`config.mk`:
```
export PLATFORM = sky130hd
export DESIGN_NAME = guardian_alert_collector
export DESIGN_NICKNAME = d
export VERILOG_FILES = /design/src/rtl/guardian_alert_collector.sv
export SDC_FILE = /design/constraint.sdc
export NUM_CORES = 1
export LEC_CHECK = 0
export BUFFER_PORTS_ARGS = -buffer_cell sky130_fd_sc_hd__buf_2
export CAP_MARGIN = 0
export CORE_MARGIN = 2
export CORE_UTILIZATION = 35
export DETAILED_ROUTE_END_ITERATION = 16
export GPL_TIMING_DRIVEN = 0
export PLACE_DENSITY = 0.6
export SLEW_MARGIN = 20
export SYNTH_ARGS = -nofsm -noshare
export SYNTH_HDL_FRONTEND = slang
export SYNTH_SLANG_ARGS = --single-unit
```
`constraint.sdc`:
```
create_clock -name clk -period 5.21 [get_ports clk]
set_input_delay 0.2605 -clock clk [delete_from_list [all_inputs] [get_ports clk]]
set_output_delay 0.2605 -clock clk [all_outputs]
set_load 0.03 [all_outputs]
```
`src/rtl/guardian_alert_collector.sv`:
```
// guardian_alert_collector: gathers alerts from N guardian modules, drops
// low-score alerts, merges repeats from a guardian whose previous alert is
// still waiting, and queues the survivors round-robin into a show-ahead FIFO
// that the healing controller drains over a valid/ready port.

module guardian_alert_collector #(
   parameter int          N_GUARDIANS  = 4,
   parameter int          FIFO_DEPTH   = 8,
   parameter logic [15:0] SCORE_THRESH = 16'd64
) (
   input  logic                          clk,
   input  logic                          rst_n,
   input  logic                          enable,
   input  logic [N_GUARDIANS-1:0]        alert_valid_in,
   input  logic [16*N_GUARDIANS-1:0]     anomaly_score_in,
   input  logic [16*N_GUARDIANS-1:0]     block_id_in,
   output logic                          out_valid,
   input  logic                          out_ready,
   output logic [15:0]                   out_block_id,
   output logic [15:0]                   out_score,
   output logic [$clog2(FIFO_DEPTH):0]   fifo_level,
   output logic [N_GUARDIANS-1:0]        pending_mask,
   output logic [15:0]                   coalesce_count
);

   localparam int IDX_W = (N_GUARDIANS > 1) ? $clog2(N_GUARDIANS) : 1;
   localparam int PTR_W = $clog2(FIFO_DEPTH);
   localparam int LVL_W = PTR_W + 1;

   logic [15:0]            score_in [N_GUARDIANS];
   logic [15:0]            id_in    [N_GUARDIANS];
   logic [N_GUARDIANS-1:0] accept;
   logic [N_GUARDIANS-1:0] granted;
   logic [N_GUARDIANS-1:0] coalesce_hit;

   logic [N_GUARDIANS-1:0] pending;
   logic [15:0]            lat_score [N_GUARDIANS];
   logic [15:0]            lat_id    [N_GUARDIANS];

   // rr_ptr holds the index the next search starts at, i.e. last_grant+1.
   // Resetting it to 0 is the same as last_grant = N_GUARDIANS-1.
   logic [IDX_W-1:0]       rr_ptr;
   logic [IDX_W-1:0]       rr_next;
   logic [IDX_W-1:0]       grant_idx;
   logic                   grant_valid;

   logic [31:0]            mem [FIFO_DEPTH];
   logic [PTR_W-1:0]       wr_ptr;
   logic [PTR_W-1:0]       rd_ptr;
   logic [31:0]            head;
   logic                   push;
   logic                   pop;
   logic                   can_push;
   logic [16:0]            coalesce_sum;
   logic [15:0]            coalesce_next;

   // Unpack the flattened guardian buses and qualify each alert against the threshold.
   always_comb begin
      for (int i = 0; i < N_GUARDIANS; i++) begin
         score_in[i] = anomaly_score_in[16*i +: 16];
         id_in[i]    = block_id_in[16*i +: 16];
         accept[i]   = enable & alert_valid_in[i] & (score_in[i] >= SCORE_THRESH);
      end
   end

   assign pop      = out_valid & out_ready;
   assign can_push = (fifo_level != LVL_W'(FIFO_DEPTH)) | pop;

   // Round-robin search for the first pending guardian starting at rr_ptr.
   always_comb begin
      int               cand;
      int               nxt;
      logic [IDX_W-1:0] cand_idx;
      grant_valid = 1'b0;
      grant_idx   = '0;
      cand        = 0;
      cand_idx    = '0;
      for (int k = 0; k < N_GUARDIANS; k++) begin
         cand     = (int'(rr_ptr) + k) % N_GUARDIANS;
         cand_idx = IDX_W'(cand);
         if (!grant_valid && pending[cand_idx] && can_push) begin
            grant_valid = 1'b1;
            grant_idx   = cand_idx;
         end
      end
      nxt     = (int'(grant_idx) + 1) % N_GUARDIANS;
      rr_next = IDX_W'(nxt);
   end

   assign push = grant_valid;

   // Decode the grant per guardian and find repeats that merge into a pending alert.
   always_comb begin
      int n_coal;
      n_coal = 0;
      for (int i = 0; i < N_GUARDIANS; i++) begin
         granted[i]      = grant_valid && (grant_idx == IDX_W'(i));
         coalesce_hit[i] = accept[i] & pending[i] & ~granted[i];
         if (coalesce_hit[i]) begin
            n_coal = n_coal + 1;
         end
      end
      coalesce_sum  = {1'b0, coalesce_count} + 17'(n_coal);
      coalesce_next = coalesce_sum[16] ? 16'hFFFF : coalesce_sum[15:0];
   end

   // Per-guardian pending flag and latched alert; a re-alert on the grant cycle starts a fresh entry.
   always_ff @(posedge clk or negedge rst_n) begin
      if (!rst_n) begin
         pending <= '0;
         for (int i = 0; i < N_GUARDIANS; i++) begin
            lat_score[i] <= '0;
            lat_id[i]    <= '0;
         end
      end else begin
         for (int i = 0; i < N_GUARDIANS; i++) begin
            if (accept[i]) begin
               pending[i] <= 1'b1;
               lat_id[i]  <= id_in[i];
               if (!pending[i] || granted[i] || (score_in[i] > lat_score[i])) begin
                  lat_score[i] <= score_in[i];
               end
            end else if (granted[i]) begin
               pending[i] <= 1'b0;
            end
         end
      end
   end

   // Arbitration pointer and saturating coalesce counter.
   always_ff @(posedge clk or negedge rst_n) begin
      if (!rst_n) begin
         rr_ptr         <= '0;
         coalesce_count <= '0;
      end else begin
         if (grant_valid) begin
            rr_ptr <= rr_next;
         end
         coalesce_count <= coalesce_next;
      end
   end

   // FIFO storage; contents are only visible through out_* while the level is nonzero.
   always_ff @(posedge clk) begin
      if (push) begin
         mem[wr_ptr] <= {lat_id[grant_idx], lat_score[grant_idx]};
      end
   end

   // FIFO pointers and occupancy; pointers wrap naturally at the power-of-two depth.
   always_ff @(posedge clk or negedge rst_n) begin
      if (!rst_n) begin
         wr_ptr     <= '0;
         rd_ptr     <= '0;
         fifo_level <= '0;
      end else begin
         if (push) begin
            wr_ptr <= wr_ptr + 1'b1;
         end
         if (pop) begin
            rd_ptr <= rd_ptr + 1'b1;
         end
         case ({push, pop})
            2'b10:   fifo_level <= fifo_level + 1'b1;
            2'b01:   fifo_level <= fifo_level - 1'b1;
            default: fifo_level <= fifo_level;
         endcase
      end
   end

   assign head         = mem[rd_ptr];
   assign out_valid    = (fifo_level != '0);
   assign out_block_id = out_valid ? head[31:16] : 16'd0;
   assign out_score    = out_valid ? head[15:0]  : 16'd0;
   assign pending_mask = pending;

endmodule

```
==> results by group <==
Global route
  – Vias in the first global route: 13860
  – Largest net degree at the start of global routing: 87
  – Gr usage total: 18.58%
  – First-pass GRT wire length: 83880 um
  – GRT overflow: 0
  – Initial antenna violation count: 6

Placement
  – Placed cell count: 2446
  – DP Wirelength: roughly 40000 um
  – IO buf count: 192
  – Routability cong.: just under 0.9

Detailed routing
  – Post-Route WL: 54560 um
  – DR iter-0 viols: approximately 910
  – Drt pass-1 iters: 5
  – Via count: approximately 14000
  – Routed Antenna Nets: 0
  – DR WL/cell: 20.70 um
  – Routed vias/inst: between 5 and 6
  – Remaining DRCs: 0

Synth
  – Post-Syn Area: 19750 sq um
  – Unique masters post-synth: 64
  – FFs w/ async S/R, synth: 38.46%
  – Post-synth EDFFs: 256
  – Synth warn: 0
  – Yosys reg bits: 416
  – Mean Syn Cell Area: 13.46 sq um
  – Mapped Nets: 1681
  – Main flop type after synthesis: edfxtp_1
  – Register area share after synthesis: 59.20%
  – Mapped Cells: 1467

Timing
  – Final setup vio count: 0
  – Final hold viol count: 0
  – RSZ-0062 raised after global routing: false
  – Worst Max-Slew Pin Slew: 0.9676 ns
  – Worst clock skew: ~0.032 ns
  – Fin. max-slew vios: 0
  – Min cycle time layout: 4.664 ns
  – Relative slew margins: 35.49%
  – Fmax: 214.4 MHz
  – Final period util: 89.51%

Critical path
  – Critical path class: reg -> reg
  – CP cell instances: nand2_1 -> a221o_1 -> and2_4 -> o31ai_4 -> clkbuf_2 -> nor2_1 -> ha_1 -> xnor2_1 -> ha_1 -> mux2_2 -> ha_1 -> a21o_1 -> a21o_1 -> a21oi_1 -> nand2b_1 -> xor2_1 -> nand2_1
  – Worst setup EP type: register
  – Crit start category: register
  – Cell mode on critical path: ha_1
  – Slowest CP cell: dfrtp_1
  – Largest stage delay, worst path: 0.52 ns
  – Worst-path maximum fanout: 10
  – Data required, critical path: about 5.6 ns
  – WP data arrival: ~5.1 ns

Floorplanning
  – Core area: 56060 sq um
  – Starting Density: a little over a third
  – Site Rows: 87
  – DIE AREA: 58340 sq um
  – Die Ht: 241.5 um
  – Die Span X: 241.5 um
  – # IOs: 193

Final layout
  – Fraction of layout cells with a size suffix above 1: 26.25%
  – Fin cells: approximately 2600
  – Leading cell type in the layout, fill and taps excluded: edfxtp_1
  – Area grow syn2layout: 24.18%
  – Fill count: 5118
  – Commonest cells after routing, fill and taps aside: edfxtp_1 (256), buf_2 (204), dfrtp_1 (160), nand2_1 (125), dlygate4sd3_1 (105)
  – Nets: 2054
  – Post-layout util: 43.74%

Clock tree
  – Clock sink total: 416
  – CTS Buffer Depth: 3
  – Clock-pin slew on the worst setup and hold paths: 0.07 ns
  – Root buffer cell: clkbuf_16
  – CTS H-tree lvls: 2
  – Cts bufs inserted: 42
  – Clk_lat worst skew: 0.56 ns
  – CTS tree: built

Power and ir drop
  – Cell area power density: 727.9 nW/um^2
  – Maximum vdd drop: between 0.3 and 0.4 mV
  – Lkg Pwr: 9.834 nW

Hold path
  – Hold Crit Class: in -> reg

Status
  – Status: completed

Job
  – Max_cap viols: 0
==> metal layers <==
metal,global-route usage (%),wire [um],share of wire [%]
met2,31.08,26540,49
met3,2.919,2842,5.2
met4,5.535,1390,2.5
met5,0,0,0
met1,24.95,23790,44
==> cells in the mapped netlist (5+ instances only) <==
cell type	instances	area, sq um
buf_1	8	30.03
a221o_1	17	170.2
inv_1	95	356.6
o21ai_0	14	70.07
nor2_1	86	322.8
a31oi_1	35	219.0
mux4_2	64	1441
a211oi_1	53	397.9
nand2b_1	11	68.82
edfxtp_1	256	7687
nor2b_1	8	50.05
buf_2	13	65.06
ha_1	76	950.9
clkbuf_1	57	214.0
nand3_1	28	140.1
nand4_1	10	62.56
xnor2_1	17	148.9
nor3_1	11	55.05
dfrtp_1	160	4004
a21o_1	5	37.54
or3_1	5	31.28
and3_1	39	244.0
xor2_1	6	52.55
nand2_1	125	469.2
a311oi_1	15	131.4
nor4_1	11	68.82
mux2i_1	34	340.3
o311ai_0	15	131.4
mux2_2	99	1115
a21oi_1	43	215.2
==> state kept, by name, summed over array words and instances (netlist names) <==
name,cells
pending_mask,4
fifo_level,4
rr_ptr,2
lat_id,64
mem,256
rd_ptr,3
wr_ptr,3
lat_score,64
coalesce_count,16
==> where the power goes <==
part | internal [W] | total [W] | leakage [nW] | switching (W)
clock | 0.00173 | 0.00301 | 0.662 | 0.00128
sequential | 0.00589 | 0.00646 | 4.24 | 0.000566
combinational | 0.00284 | 0.00838 | 4.93 | 0.00554
==> worst max-delay path: cells and delay by family (launching register included) <==
| kind | cells | cell delay, ns |
|---|---|---|
| flip-flops | 1 | 0.52 |
| AO/OA/AOI/OAI | 5 | 1.38 |
| adder cells (fa/ha/maj) | 3 | 0.91 |
| multiplexers | 1 | 0.27 |
| AND/OR/NAND/NOR | 5 | 0.74 |
| XOR/XNOR | 2 | 0.43 |
| buffers and inverters | 1 | 0.28 |
==> final cells by class <==
class                           instances  area, sq um  area share (%)
Antenna cell                            6        15.01         0.06123
Tap cell                              756        945.9           3.857
Multi-Input combinational cell        874         7446           30.36
Clock buffer                           56         1165           4.750
Timing Repair Buffer                  329         2344           9.557
Sequential cell                       416        11690           47.68
Inverter                               96        360.3           1.469
Clock inverter                         22        212.7          0.8674
Buffer                                 81        342.8           1.398
==> through the flow <==
step	worst slack (ns)	cell area (sq um)	total power, W	hold WS [ns]	setup TNS (ns)
2_1_floorplan	0.6903	19770	0.01179	-0.03509	0
6_report	0.5463	24520	0.01785	0.02246	0
5_1_grt	0.2063	24520	0.01893	0.01577	0
3_3_place_gp	-2.374	21670	0.01446	0.4847	-367.13
4_1_cts	0.07668	24490	0.01797	0.001061	0
3_5_place_dp	-0.06048	22060	0.01486	0.3018	-0.3125
==> final timing paths <==
kind / slack, ns / cells past startpoint / endpoint / startpoint
setup / recovery: 0.55 / 17 / coalesce_count[7] / pending_mask[0]
hold / removal: 0.02 / 3 / lat_score[8] / anomaly_score_in[56]
setup reg to reg: 0.55 / 17 / coalesce_count[7] / pending_mask[0]
hold reg to reg: 0.50 / 1 / lat_id[21] / lat_id[21]
max in group asynchronous: 4.00 / 3 / lat_id[24] / rst_n
min in group asynchronous: 0.28 / 2 / lat_score[56] / rst_n
==> repair_timing <==
action	4_1_cts	5_1_grt
endpoints found under the hold margin	178	0
hold buffers	105	0
gates resized for setup	1	3
pin swaps	0	1
setup endpoints to repair	10	10
setup buffers	0	1
==> logic make-up after synthesis <==
group | Yosys count | share of synthesized area [%]
fa+ha+maj | 78 | 5.018
compound gates | 224 | 8.193
simple gates | 351 | 8.338
other cells | 1 | 0.01899
xor+xnor | 23 | 1.020
mux | 197 | 14.67
buf+inv | 177 | 3.542
flops | 416 | 59.20
(Power assumes the default switching activity.)
